[src/rtl/uncache_pkg.sv]
// rtl/uncache_pkg.sv - shared types and default MMIO region map for the uncached splitter
package uncache_pkg;

    typedef enum logic [1:0] {
        S_IDLE  = 2'd0,
        S_LOAD  = 2'd1,
        S_ISSUE = 2'd2,
        S_DONE  = 2'd3
    } state_t;

    localparam logic [2:0] MMIO_SIGN_CLINT = 3'b010;
    localparam logic [2:0] MMIO_SIGN_MEM   = 3'b100;

    localparam logic [63:0] UART_BASE    = 64'h0000_0000_1000_0000;
    localparam logic [63:0] UART_END     = 64'h0000_0000_1000_0fff;
    localparam logic [63:0] SPICTRL_BASE = 64'h0000_0000_1000_1000;
    localparam logic [63:0] SPICTRL_END  = 64'h0000_0000_1000_1fff;
    localparam logic [63:0] SPI_BASE     = 64'h0000_0000_3000_0000;
    localparam logic [63:0] SPI_END      = 64'h0000_0000_3fff_ffff;
    localparam logic [63:0] CLINT_BASE   = 64'h0000_0000_0200_0000;
    localparam logic [63:0] CLINT_END    = 64'h0000_0000_0200_ffff;

    localparam int DEF_NUM_RGN = 4;
    localparam logic [DEF_NUM_RGN*64-1:0] DEF_RGN_BASE = {CLINT_BASE, SPI_BASE, SPICTRL_BASE, UART_BASE};
    localparam logic [DEF_NUM_RGN*64-1:0] DEF_RGN_END  = {CLINT_END, SPI_END, SPICTRL_END, UART_END};

endpackage

[src/rtl/region_decode.sv]
// rtl/region_decode.sv - inclusive base/end range match against a packed region table
module region_decode #(
    parameter int                    NUM_RGN  = 4,
    parameter logic [NUM_RGN*64-1:0] RGN_BASE = '0,
    parameter logic [NUM_RGN*64-1:0] RGN_END  = '0
) (
    input  logic [63:0]        addr,
    output logic [NUM_RGN-1:0] hit,
    output logic               uncache
);

    for (genvar i = 0; i < NUM_RGN; i++) begin : g_rgn
        assign hit[i] = (addr >= RGN_BASE[64*i +: 64]) && (addr <= RGN_END[64*i +: 64]);
    end

    assign uncache = |hit;

endmodule

[src/rtl/uncache_mmio_split.sv]
// rtl/uncache_mmio_split.sv - LSU splitter: cached requests to dcache, uncached ones serialised onto the arbiter
module uncache_mmio_split
    import uncache_pkg::*;
#(
    parameter int                    BUS_W     = 32,
    parameter int                    NUM_RGN   = DEF_NUM_RGN,
    parameter logic [NUM_RGN*64-1:0] RGN_BASE  = DEF_RGN_BASE,
    parameter logic [NUM_RGN*64-1:0] RGN_END   = DEF_RGN_END,
    parameter int                    CLINT_RGN = 3
) (
    input  logic        clk,
    input  logic        rst_n,
    output logic [2:0]  mmio_sign,
    input  logic [63:0] core_addr,
    input  logic [63:0] core_data,
    input  logic [7:0]  core_mask,
    input  logic        core_we,
    input  logic        core_re,
    input  logic        fence_in,
    output logic [63:0] in_core_data,
    output logic        in_core_finish,
    output logic [63:0] arb_addr,
    output logic [63:0] arb_data,
    output logic [7:0]  arb_mask,
    output logic        arb_we,
    output logic        arb_re,
    input  logic [63:0] in_arb_data,
    input  logic        in_arb_finish,
    output logic [63:0] dcache_addr,
    output logic [63:0] dcache_data,
    output logic [7:0]  dcache_mask,
    output logic        dcache_we,
    output logic        dcache_re,
    output logic        dcache_fence,
    input  logic [63:0] in_dcache_data,
    input  logic        in_dcache_finish
);

    localparam logic [NUM_RGN-1:0] CLINT_ONEHOT = NUM_RGN'(1) << CLINT_RGN;

    logic [NUM_RGN-1:0] hit;
    logic               uncache;
    logic               req;
    logic               uc_path;

    state_t      state;
    logic [63:0] addr_q;
    logic [63:0] wdata_q;
    logic [7:0]  mask_q;
    logic        we_q;
    logic [63:0] rdata_q;
    logic        beat_q;
    logic        more_q;
    logic        arb_re_q;
    logic        arb_we_q;
    logic        finish_q;

    logic [63:0] beat_addr;
    logic [63:0] beat_data;
    logic [7:0]  beat_mask;
    logic [63:0] rdata_next;

    region_decode #(
        .NUM_RGN  (NUM_RGN),
        .RGN_BASE (RGN_BASE),
        .RGN_END  (RGN_END)
    ) u_region_decode (
        .addr    (core_addr),
        .hit     (hit),
        .uncache (uncache)
    );

    assign req       = core_re | core_we;
    assign mmio_sign = (req && |(hit & CLINT_ONEHOT)) ? MMIO_SIGN_CLINT : MMIO_SIGN_MEM;

    // Once an uncached access is captured the response mux stays on it, even if the address moves.
    assign uc_path = uncache | (state != S_IDLE);

    assign dcache_addr  = uc_path ? '0 : core_addr;
    assign dcache_data  = uc_path ? '0 : core_data;
    assign dcache_mask  = uc_path ? '0 : core_mask;
    assign dcache_we    = uc_path ? 1'b0 : core_we;
    assign dcache_re    = uc_path ? 1'b0 : core_re;
    assign dcache_fence = fence_in;

    assign in_core_data   = uc_path ? rdata_q : in_dcache_data;
    assign in_core_finish = uc_path ? finish_q : in_dcache_finish;

    always_comb begin
        beat_addr  = addr_q;
        beat_data  = wdata_q;
        beat_mask  = mask_q;
        rdata_next = rdata_q;
        if (BUS_W == 64) begin
            rdata_next = in_arb_data;
        end else begin
            beat_addr = {addr_q[63:3], beat_q, 2'b00};
            beat_data = {32'b0, beat_q ? wdata_q[63:32] : wdata_q[31:0]};
            beat_mask = {4'b0, beat_q ? mask_q[7:4] : mask_q[3:0]};
            if (beat_q) rdata_next[63:32] = in_arb_data[31:0];
            else        rdata_next[31:0]  = in_arb_data[31:0];
        end
    end

    assign arb_re   = arb_re_q;
    assign arb_we   = arb_we_q;
    assign arb_addr = (arb_re_q | arb_we_q) ? beat_addr : '0;
    assign arb_data = (arb_re_q | arb_we_q) ? beat_data : '0;
    assign arb_mask = (arb_re_q | arb_we_q) ? beat_mask : '0;

    always_ff @(posedge clk or negedge rst_n) begin
        if (!rst_n) begin
            state    <= S_IDLE;
            addr_q   <= '0;
            wdata_q  <= '0;
            mask_q   <= '0;
            we_q     <= 1'b0;
            rdata_q  <= '0;
            beat_q   <= 1'b0;
            more_q   <= 1'b0;
            arb_re_q <= 1'b0;
            arb_we_q <= 1'b0;
            finish_q <= 1'b0;
        end else begin
            finish_q <= 1'b0;
            case (state)
                S_IDLE: begin
                    if (uncache && req) begin
                        addr_q  <= core_addr;
                        wdata_q <= core_data;
                        mask_q  <= core_mask;
                        we_q    <= core_we;
                        rdata_q <= '0;
                        state   <= S_LOAD;
                    end
                end
                S_LOAD: begin
                    if (mask_q == 8'h00) begin
                        finish_q <= 1'b1;
                        state    <= S_DONE;
                    end else begin
                        // Low word first; a 32-bit bus skips any half whose byte enables are all clear.
                        if (BUS_W == 64) begin
                            beat_q <= 1'b0;
                            more_q <= 1'b0;
                        end else begin
                            beat_q <= ~|mask_q[3:0];
                            more_q <= (|mask_q[3:0]) & (|mask_q[7:4]);
                        end
                        arb_re_q <= ~we_q;
                        arb_we_q <= we_q;
                        state    <= S_ISSUE;
                    end
                end
                S_ISSUE: begin
                    if (arb_re_q | arb_we_q) begin
                        if (in_arb_finish) begin
                            arb_re_q <= 1'b0;
                            arb_we_q <= 1'b0;
                            if (!we_q) rdata_q <= rdata_next;
                            if (more_q) begin
                                beat_q <= 1'b1;
                                more_q <= 1'b0;
                            end else begin
                                finish_q <= 1'b1;
                                state    <= S_DONE;
                            end
                        end
                    end else begin
                        arb_re_q <= ~we_q;
                        arb_we_q <= we_q;
                    end
                end
                S_DONE: begin
                    state <= S_IDLE;
                end
                default: begin
                    state <= S_IDLE;
                end
            endcase
        end
    end

endmodule

[config.mk]
export PLATFORM = sky130hd
export DESIGN_NAME = uncache_mmio_split
export DESIGN_NICKNAME = d
export VERILOG_FILES = /design/src/rtl/uncache_pkg.sv /design/src/rtl/region_decode.sv /design/src/rtl/uncache_mmio_split.sv
export SDC_FILE = /design/constraint.sdc
export NUM_CORES = 1
export LEC_CHECK = 0
export BUFFER_PORTS_ARGS = -buffer_cell sky130_fd_sc_hd__buf_2
export CORE_AREA = 2 2 241 243
export CTS_CLUSTER_DIAMETER = 200
export CTS_CLUSTER_SIZE = 28
export DETAILED_ROUTE_END_ITERATION = 7
export DIE_AREA = 0 0 243 245
export PLACE_DENSITY_LB_ADDON = 0.08
export SETUP_SLACK_MARGIN = 0.5
export SLEW_MARGIN = 20
export SYNTH_ARGS = -nofsm -noshare
export SYNTH_HDL_FRONTEND = slang
export SYNTH_SLANG_ARGS = --single-unit
[constraint.sdc]
create_clock -name clk -period 1.99 [get_ports clk]
set_clock_uncertainty 0.05 [all_clocks]
set_input_delay 0 -clock clk [delete_from_list [all_inputs] [get_ports clk]]
set_output_delay 0 -clock clk [all_outputs]
set_load 0.02 [all_outputs]
==> impl_metrics.json, run 1 <==
{
  "clock_path_buffers": 3,
  "rrSetupSlack_ns": -0.11,
  "holdWs_ns": 0.04362,
  "required_ns": 1.94,
  "regArea_um2": 5134,
  "root_buffer": "clkbuf_16",
  "max_slew_margin_pct": 57.57,
  "fp-row-count": 88,
  "finalHoldViolCount": 0,
  "netlist_area_um2": 12670,
  "period_needed_ns": 2.237,
  "synth_area_leaders": "dfrtp_1, mux2_2, nor3b_1, and2_1, a2bb2oi_1",
  "synthArstFlopShare_pct": 100.0,
  "vias": 12850,
  "synth_top_area_share_pct": 40.50,
  "avgSynthCellArea_um2": 9.935,
  "htreeDepth": 1,
  "synth_common_cells": "dfrtp_1, mux2_2, nor3b_1",
  "finalSetupViolCount": 365,
  "reg2reg_depth": 7,
  "rr_endpoint": "wdata_q[24]$_DFFE_PN0P_",
  "route.antenna.remaining_nets": 0,
  "routabilityCongestion": 0.8944,
  "synth_top_cell_by_area": "dfrtp_1",
  "cts_sinks": 205,
  "ys_ff_latch": 205,
  "start_kind": "flop",
  "avgRoutedWirePerCell_um": 21.21,
  "cellLeakagePower_uw": 0.01120,
  "die_y_um": 245,
  "violations": "negative setup slack",
  "start_util_pct": 22.21,
  "grt_usage_pct": 18.88,
  "preCtsSetupSlack_ns": -0.6677,
  "grt_pass1_vias": 13140,
  "drc": 0,
  "grt_pass1_wl_mm": 86.24,
  "drt_first_iter_violations": 497,
  "n_fill_cell": 5630,
  "cap_viol_max_count": 0,
  "portBuffers": 542,
  "dp_hpwl_mm": 40.57,
  "grt_overflow": 0,
  "tightest_slew_ns": 0.6284,
  "max_freq_mhz": 447.0,
  "antenna_found_initial": 8,
  "ys_types": 40,
  "synth_seq_area_share_pct": 40.50,
  "clkTransAtPathRegs_ns": 0.12,
  "final_nets": 2307,
  "clock_latency_ns": 0.49,
  "core_um2": 57030,
  "syn2layout_area_growth_pct": 79.07,
  "final_layout_size_suffix_gt1_share_pct": 58.04,
  "die_area_um2": 59540,
  "die_x_um": 243,
  "critPathMaxFanout": 17,
  "worst_ep_arrival_time_ns": 2.19,
  "vdd_drop_max_mv": 0.4287,
  "grt_start_max_net_pins": 74,
  "cp-end-kind": "primary output",
  "worstReg2RegStart": "state[1]$_DFFE_PN0P_",
  "viasPerCell": 4.589,
  "yosys_most_used_dff": "dfrtp_1",
  "slew_viol_final": 0,
  "numCtsBuffers": 11,
  "post-synth-top-count-cell": "dfrtp_1",
  "yosys_warnings": 0,
  "synth-edff-count": 0,
  "fin_crit_sh_pct": 112.4,
  "cts_tree": "built",
  "path_class": "flop to primary output",
  "multi_input_area_um2": 8666,
  "setup_ws_ns": -0.2472,
  "syn_inst": 1275,
  "rsz0062_at_grt": "yes",
  "outcome": "finished with violations",
  "ioPinCount": 616,
  "power_density_nw_per_um2": 393.7,
  "hp-class": "primary input to asynchronous set/reset pin",
  "wirelength_mm": 59.40,
  "drt_pass1_iterations": 5
}
[cell families (layout without fill, tap and decap cells)]
kind of cell             after synthesis  count (layout)  synth area share [%]
adder cells (fa/ha/maj)                3               3                0.2964
AND/OR/NAND/NOR                      536             536                 24.94
AO/OA/AOI/OAI                        151             151                 9.690
flip-flops                           205             205                 40.50
multiplexers                         202             202                 17.59
buffers and inverters                177             897                 6.954
other                                  1              41               0.02960
[metrics by stage]
stage / TNS [ns] / total power [uW] / instances / utilization (%) / cell area, um2
3_5_place_dp: -166.04 / 5834 / 2599 / 31.59 / 18020
2_1_floorplan: 0 / 5080 / 1313 / - / 13870
4_1_cts: -62.78 / 9037 / 2785 / 38.42 / 21910
6_report: -41.88 / 8930 / 2800 / 39.77 / 22680
3_3_place_gp: -185.88 / 5829 / 2599 / 31.59 / 18020
5_1_grt: -75.01 / 9342 / 2799 / 39.77 / 22680
[registers in the layout (all words and copies together) (netlist names)]
signal	flops
we_q	1
beat_q	1
wdata_q	64
addr_q	61
finish_q	1
arb_re	1
state	2
more_q	1
rdata_q	64
arb_we	1
mask_q	8
[cells in the final DEF, fill, tap and decap left out, types with 5 or more instances in the layout]
master	instances
buf_2	364
clkbuf_16	13
buf_12	41
or3_4	16
and2_1	128
dlygate4sd3_1	135
a2bb2oi_2	16
nor4_1	8
nand2_2	27
inv_1	5
conb_1	39
nor3b_2	43
buf_16	22
nand3_1	14
mux2_1	5
a2bb2oi_1	49
dfrtp_1	202
nor3b_1	14
buf_4	182
mux2_2	159
nor2_1	44
nand3_2	51
mux2i_1	37
or3_1	50
nand2_1	35
nor3b_4	81
o211ai_1	66
buf_6	122
nand2_4	5
[what timing repair did]
item                                   4_1_cts  5_1_grt
resized for setup                          400      142
buffers inserted                            19       11
cloned                                      19        2
pin swaps                                    5       18
endpoints found under the hold margin      373        0
hold buffers                               135        0
setup endpoints to repair                  508      508
[worst max-delay path by stage]
| stage | start | to | slack [ns] | cells after the start |
|---|---|---|---|---|
| 4_1_cts | state[1]$_DFFE_PN0P_ | dcache_data[55] | -0.29 | 9 |
| 2_1_floorplan | state[0]$_DFFE_PN0P_ | rdata_q[33]$_DFFE_PN0P_ | 0.07 | 7 |
| 3_3_place_gp | core_addr[33] | wdata_q[59]$_DFFE_PN0P_ | -0.70 | 8 |
| 6_report | state[1]$_DFFE_PN0P_ | dcache_addr[28] | -0.25 | 9 |
| 5_1_grt | state[0]$_DFFE_PN0P_ | dcache_data[26] | -0.33 | 9 |
| 3_5_place_dp | core_addr[33] | wdata_q[27]$_DFFE_PN0P_ | -0.67 | 8 |
[critical path: stages, from the launching register on]
cell,delay [ns]
dfrtp_1,0.42
inv_2,0.08
ha_4,0.17
buf_12,0.13
inv_12,0.07
buf_16,0.15
buf_16,0.16
buf_4,0.16
nor3b_2,0.18
buf_4,0.17
[area by class of cell]
class	instances	share of cell area, %
clock buffers	12	1.230
clock inverters	1	0.08826
multi-input cells	931	38.20
well taps	765	4.220
inverters	8	0.1875
repair buffers	876	33.42
diodes	2	0.02206
flip-flops and latches	205	22.63
[routing by layer]
| metal | GRT usage [%] | share of wire (%) | up-vias |
|---|---|---|---|
| met5 | 0 | 0.14 | - |
| met1 | 23.94 | 42 | 6462 |
| met2 | 32.99 | 51 | 303 |
| met4 | 3.230 | 1.6 | 12 |
| met3 | 4.395 | 5.5 | 54 |
| li1 | - | - | 6017 |
[power by group]
| part | internal, uW | switching [uW] |
|---|---|---|
| logic | 1130 | 1030 |
| clock network | 1050 | 1560 |
| registers | 4160 | 0.0000182 |
| total | 6340 | 2590 |
No activity file was read; power rests on OpenSTA's default activity.
==> run 2, diff against run 1 <==
Settings changed: CAP_MARGIN set to 30, GPL_TIMING_DRIVEN set to 0.
==> impl_metrics.json, run 2 (synthesized netlist as in run 1, its figures left out) <==
{
  "slew_viol_final": 0,
  "core_um2": 57030,
  "start_kind": "flop",
  "largest_registers": "rdata_q: 64 flops, wdata_q: 64 flops, addr_q: 61 flops",
  "grt_overflow": 0,
  "root_buffer": "clkbuf_16",
  "power_density_nw_per_um2": 373.5,
  "reg2reg_depth": 11,
  "setup_ws_ns": -0.2886,
  "final_nets": 2378,
  "viasPerCell": 4.635,
  "outcome": "finished with violations",
  "rrSetupSlack_ns": -0.28,
  "grt_start_max_net_pins": 76,
  "drt_first_iter_violations": 572,
  "max_freq_mhz": 438.9,
  "period_needed_ns": 2.279,
  "layout_commonest_cell": "buf_2",
  "cellLeakagePower_uw": 0.01182,
  "grt_usage_pct": 21.07,
  "worst_ep_arrival_time_ns": 2.23,
  "cts_sinks": 205,
  "rsz0062_at_grt": "yes",
  "clkTransAtPathRegs_ns": 0.13,
  "hp-class": "primary input to asynchronous set/reset pin",
  "htreeDepth": 1,
  "finalSetupViolCount": 410,
  "critPathMaxFanout": 7,
  "worstSetupStartpoint": "state[0]$_DFFE_PN0P_",
  "wl_met2_mm": 34.04,
  "holdWs_ns": -0.02766,
  "drt-met1-wl_mm": 29.08,
  "tightest_slew_ns": 0.7041,
  "grt_pass1_wl_mm": 94.26,
  "dp_hpwl_mm": 47.73,
  "cts_tree": "built",
  "avgRoutedWirePerCell_um": 23.19,
  "preCtsSetupSlack_ns": -1.228,
  "drt_pass1_iterations": 4,
  "tns_ns": -69.35,
  "ioPinCount": 616,
  "fin_crit_sh_pct": 114.5,
  "worstReg2RegStart": "state[0]$_DFFE_PN0P_",
  "cap_viol_max_count": 0,
  "portBuffers": 543,
  "clock_path_buffers": 3,
  "syn2layout_area_growth_pct": 89.52,
  "grt_pass1_vias": 13640,
  "cp-end-kind": "primary output",
  "antenna_found_initial": 4,
  "routabilityCongestion": 0.8659,
  "fin_util_pct": 42.09,
  "die_y_um": 245,
  "max_slew_margin_pct": 53.06,
  "layout.cells.most_common_list": "buf_2, dfrtp_1, buf_4",
  "path_class": "flop to primary output",
  "die_area_um2": 59540,
  "fp-row-count": 88,
  "start_util_pct": 22.21,
  "die_x_um": 243,
  "route.antenna.remaining_nets": 0,
  "final_layout_size_suffix_gt1_share_pct": 61.41,
  "rr_endpoint": "rdata_q[57]$_DFFE_PN0P_",
  "numCtsBuffers": 11,
  "drc": 0,
  "vias": 13310,
  "violations": "negative hold slack, negative setup slack",
  "dpl-instance-area_um2": 17640,
  "required_ns": 1.94,
  "clock_latency_ns": 0.50,
  "wirelength_mm": 66.59,
  "highest_layer": "met5",
  "wl_met3_mm": 2.450,
  "fin_area_um2": 24010,
  "vdd_drop_max_mv": 0.4220,
  "finalHoldViolCount": 18
}
-- run 2: cell count changes in the layout (fill, tap and decap cells not counted), sizes merged --
cell	delta
buf	-31
diode	+1
bufbuf	-4
clkbuf	+107
dlygate4sd3	-1
-- run 2: through the flow --
stage,cells,power [uW]
after floorplan,1313,5080
after global placement,2621,5784
after detailed placement,2625,5803
after CTS,2841,8999
after global routing,2870,9357
final,2872,8967
-- run 2: worst max-delay path: stages (launching register included) --
cell	delay, ns
dfrtp_1	0.41
inv_2	0.09
ha_4	0.20
clkbuf_16	0.21
clkbuf_16	0.16
nand2_1	0.08
or3_1	0.32
nand3_2	0.11
buf_6	0.13
-- run 2: power breakdown --
part | internal (uW) | leakage (uW) | switching [uW] | total [uW]
clock | 1050 | 0.000147 | 1560 | 2610
sequential | 4160 | 0.00285 | 0.0000142 | 4160
combinational | 1160 | 0.00882 | 1040 | 2200
-- run 2: how the worst max path moves through the flow --
stage | to | slack, ns | depth (start not counted)
finish | in_core_data[11] | -0.29 | 8
CTS | dcache_we | -0.35 | 8
global placement | arb_re$_DFFE_PN0P_ | -3.58 | 1
detailed placement | in_core_finish | -1.23 | 9
global route | in_core_data[11] | -0.39 | 8
floorplan | rdata_q[33]$_DFFE_PN0P_ | 0.07 | 7
-- run 2: repair_timing --
| action | CTS | global route |
|---|---|---|
| hold buffers | 134 | 0 |
| buffers inserted | 40 | 18 |
| endpoints found under the setup margin | 508 | 508 |
| gates cloned | 29 | 10 |
| pin swaps | 43 | 31 |
| hold endpoints to repair | 366 | 0 |
| resized for setup | 700 | 245 |
-- run 2: metal layers --
metal  vias to the layer above  global-route usage, %
met5                         -                      0
met4                         4                  3.031
met3                        55                  2.876
met2                       343                  37.92
met1                      6747                  27.29
li1                       6162                      -
-- run 2: cell type report --
| class | instances | area (um2) |
|---|---|---|
| multi-input cells | 931 | 9005 |
| plain buffers | 169 | 2003 |
| clock buffers | 12 | 279.0 |
| clock inverters | 1 | 20.02 |
| flip-flops and latches | 205 | 5132 |
| well taps | 765 | 957.2 |
| repair buffers | 778 | 6570 |
| fillers | 5580 | 33030 |
| inverters | 8 | 32.53 |
| diodes | 3 | 7.507 |
==> run 3, diff against run 2 <==
Settings changed: REMOVE_ABC_BUFFERS set to 1, SKIP_LAST_GASP set to 1.
==> impl_metrics.json, run 3 (synthesized netlist as in run 1, its figures left out) <==
{
  "outcome": "finished with violations",
  "violations": "negative hold slack, negative setup slack",
  "holdWs_ns": -0.05995,
  "critPathMaxFanout": 11,
  "slowest_stage": "nor3b_1",
  "start_kind": "flop",
  "postCtsHoldBufs": 135,
  "drt_pass1_iterations": 4,
  "layout_commonest_cell": "buf_2",
  "syn2layout_area_growth_pct": 66.40,
  "path_class": "flop to primary output",
  "finalSetupViolCount": 458,
  "drt_first_iter_violations": 664,
  "finalHoldViolCount": 42,
  "dpl-instance-area_um2": 16340,
  "slowest_delay_ns": 0.46,
  "regArea_um2": 5136,
  "n_fill_cell": 5873,
  "cap_viol_max_count": 0,
  "routabilityCongestion": 0.8308,
  "clkTransAtPathRegs_ns": 0.13,
  "htreeDepth": 1,
  "numCtsBuffers": 11,
  "avgRoutedWirePerCell_um": 21.96,
  "cts_sinks": 205,
  "drc": 0,
  "max_slew_margin_pct": 42.12,
  "cp-end-kind": "primary output",
  "vdd_drop_max_mv": 0.4225,
  "fin_area_um2": 21080,
  "power_density_nw_per_um2": 408.6,
  "portBuffers": 542,
  "route.antenna.remaining_nets": 0,
  "worst_ep_arrival_time_ns": 2.25,
  "final_nets": 2243,
  "ioPinCount": 616,
  "preCtsSetupSlack_ns": -1.668,
  "clock_path_buffers": 3,
  "layout.cells.most_common_list": "buf_2, dfrtp_1, mux2_2",
  "grt_start_max_net_pins": 66,
  "multi_input_area_um2": 7722,
  "die_x_um": 243,
  "fin_crit_sh_pct": 115.8,
  "vias": 12860,
  "cp_cell_sequence": "inv_2 -> ha_4 -> buf_12 -> inv_16 -> buf_6 -> nor3b_1 -> buf_2",
  "die_y_um": 245,
  "slew_viol_final": 0,
  "setup_ws_ns": -0.3142,
  "period_needed_ns": 2.304,
  "dp.cells": 2479,
  "hp-class": "primary input to asynchronous set/reset pin",
  "grt_usage_pct": 18.21,
  "cellLeakagePower_uw": 0.01057,
  "wirelength_mm": 60.07,
  "tightest_slew_ns": 0.8602,
  "die_area_um2": 59540,
  "grt_overflow": 0,
  "rsz0062_at_grt": "yes",
  "max_freq_mhz": 434.0,
  "fin_util_pct": 36.96,
  "root_buffer": "clkbuf_16",
  "fp-row-count": 88,
  "dp_hpwl_mm": 35.24,
  "layout.cells.non_filler": 2735,
  "antenna_found_initial": 4,
  "final_layout_size_suffix_gt1_share_pct": 50.63,
  "core_um2": 57030,
  "cts_tree": "built",
  "clock_latency_ns": 0.51,
  "start_util_pct": 22.21,
  "p_total_uw": 8612,
  "grt_pass1_wl_mm": 82.60,
  "largest_registers": "rdata_q: 64 flops, wdata_q: 64 flops, addr_q: 61 flops",
  "viasPerCell": 4.703,
  "required_ns": 1.94,
  "grt_pass1_vias": 12550
}
==> run 3: cell count changes in the layout (fill, tap and decap cells not counted), sizes merged, moves of 2 or more <==
cell / delta
and4: +2
buf: -61
bufbuf: +3
clkbuf: -90
diode: -2
inv: +5
or2: +2
==> run 3: worst paths after layout <==
| kind | startpoint | end | slack, ns | depth (start not counted) |
|---|---|---|---|---|
| hold reg to reg | addr_q[50]$_DFFE_PN0P_ | addr_q[50]$_DFFE_PN0P_ | 0.44 | 1 |
| min in group clk | core_addr[8] | addr_q[8]$_DFFE_PN0P_ | 0.22 | 3 |
| setup / recovery | state[0]$_DFFE_PN0P_ | dcache_addr[47] | -0.31 | 7 |
| setup reg to reg | state[0]$_DFFE_PN0P_ | rdata_q[30]$_DFFE_PN0P_ | -0.31 | 11 |
| hold / removal | rst_n | addr_q[10]$_DFFE_PN0P_ | -0.06 | 2 |
| max in group asynchronous | rst_n | wdata_q[0]$_DFFE_PN0P_ | 0.96 | 4 |
==> run 3: final cells by class <==
type	instances	share of cell area (%)
inverter	8	0.2196
antenna	1	0.01187
clock inverter	1	0.09498
multi-input combinational	937	36.64
sequential	205	24.37
clock buffer	12	1.324
timing repair inverter	6	0.4511
tap	765	4.541
timing repair buffer	800	32.35
==> run 3: through the flow <==
step | hold WS, ns | TNS, ns
2_1_floorplan | -0.3456 | -1887.47
3_3_place_gp | -0.04986 | -4589.82
3_5_place_dp | -0.1151 | -471.01
4_1_cts | -0.08603 | -110.06
5_1_grt | -0.07358 | -137.96
6_report | -0.05995 | -90.61
==> run 3: what timing repair did <==
action | in CTS | in global routing
resized for setup | 79 | 320
endpoints found under the hold margin | 309 | 42
pin swaps | 14 | 23
endpoints found under the setup margin | 508 | 508
cloned | 26 | 21
setup buffers | 48 | 12
==> run 3: where the power goes <==
group | switching (uW) | internal, uW
registers | 0.0000458 | 4160
clock network | 1560 | 1050
logic | 962 | 878
==> run 3: metal layers <==
| metal | vias up | share of wire [%] | GRT usage (%) |
|---|---|---|---|
| li1 | 5906 | - | - |
| met1 | 6513 | 44 | 24.04 |
| met5 | - | 0.023 | 0 |
| met2 | 393 | 49 | 31.25 |
| met4 | 2 | 1.9 | 3.104 |
| met3 | 50 | 5.0 | 3.477 |
==> run 3: critical path: cells and delay by family, from the launching register on <==
kind | cells | cell delay (ns)
fa+ha+maj | 1 | 0.15
simple gates | 1 | 0.46
flops | 1 | 0.42
buf+inv | 5 | 0.70
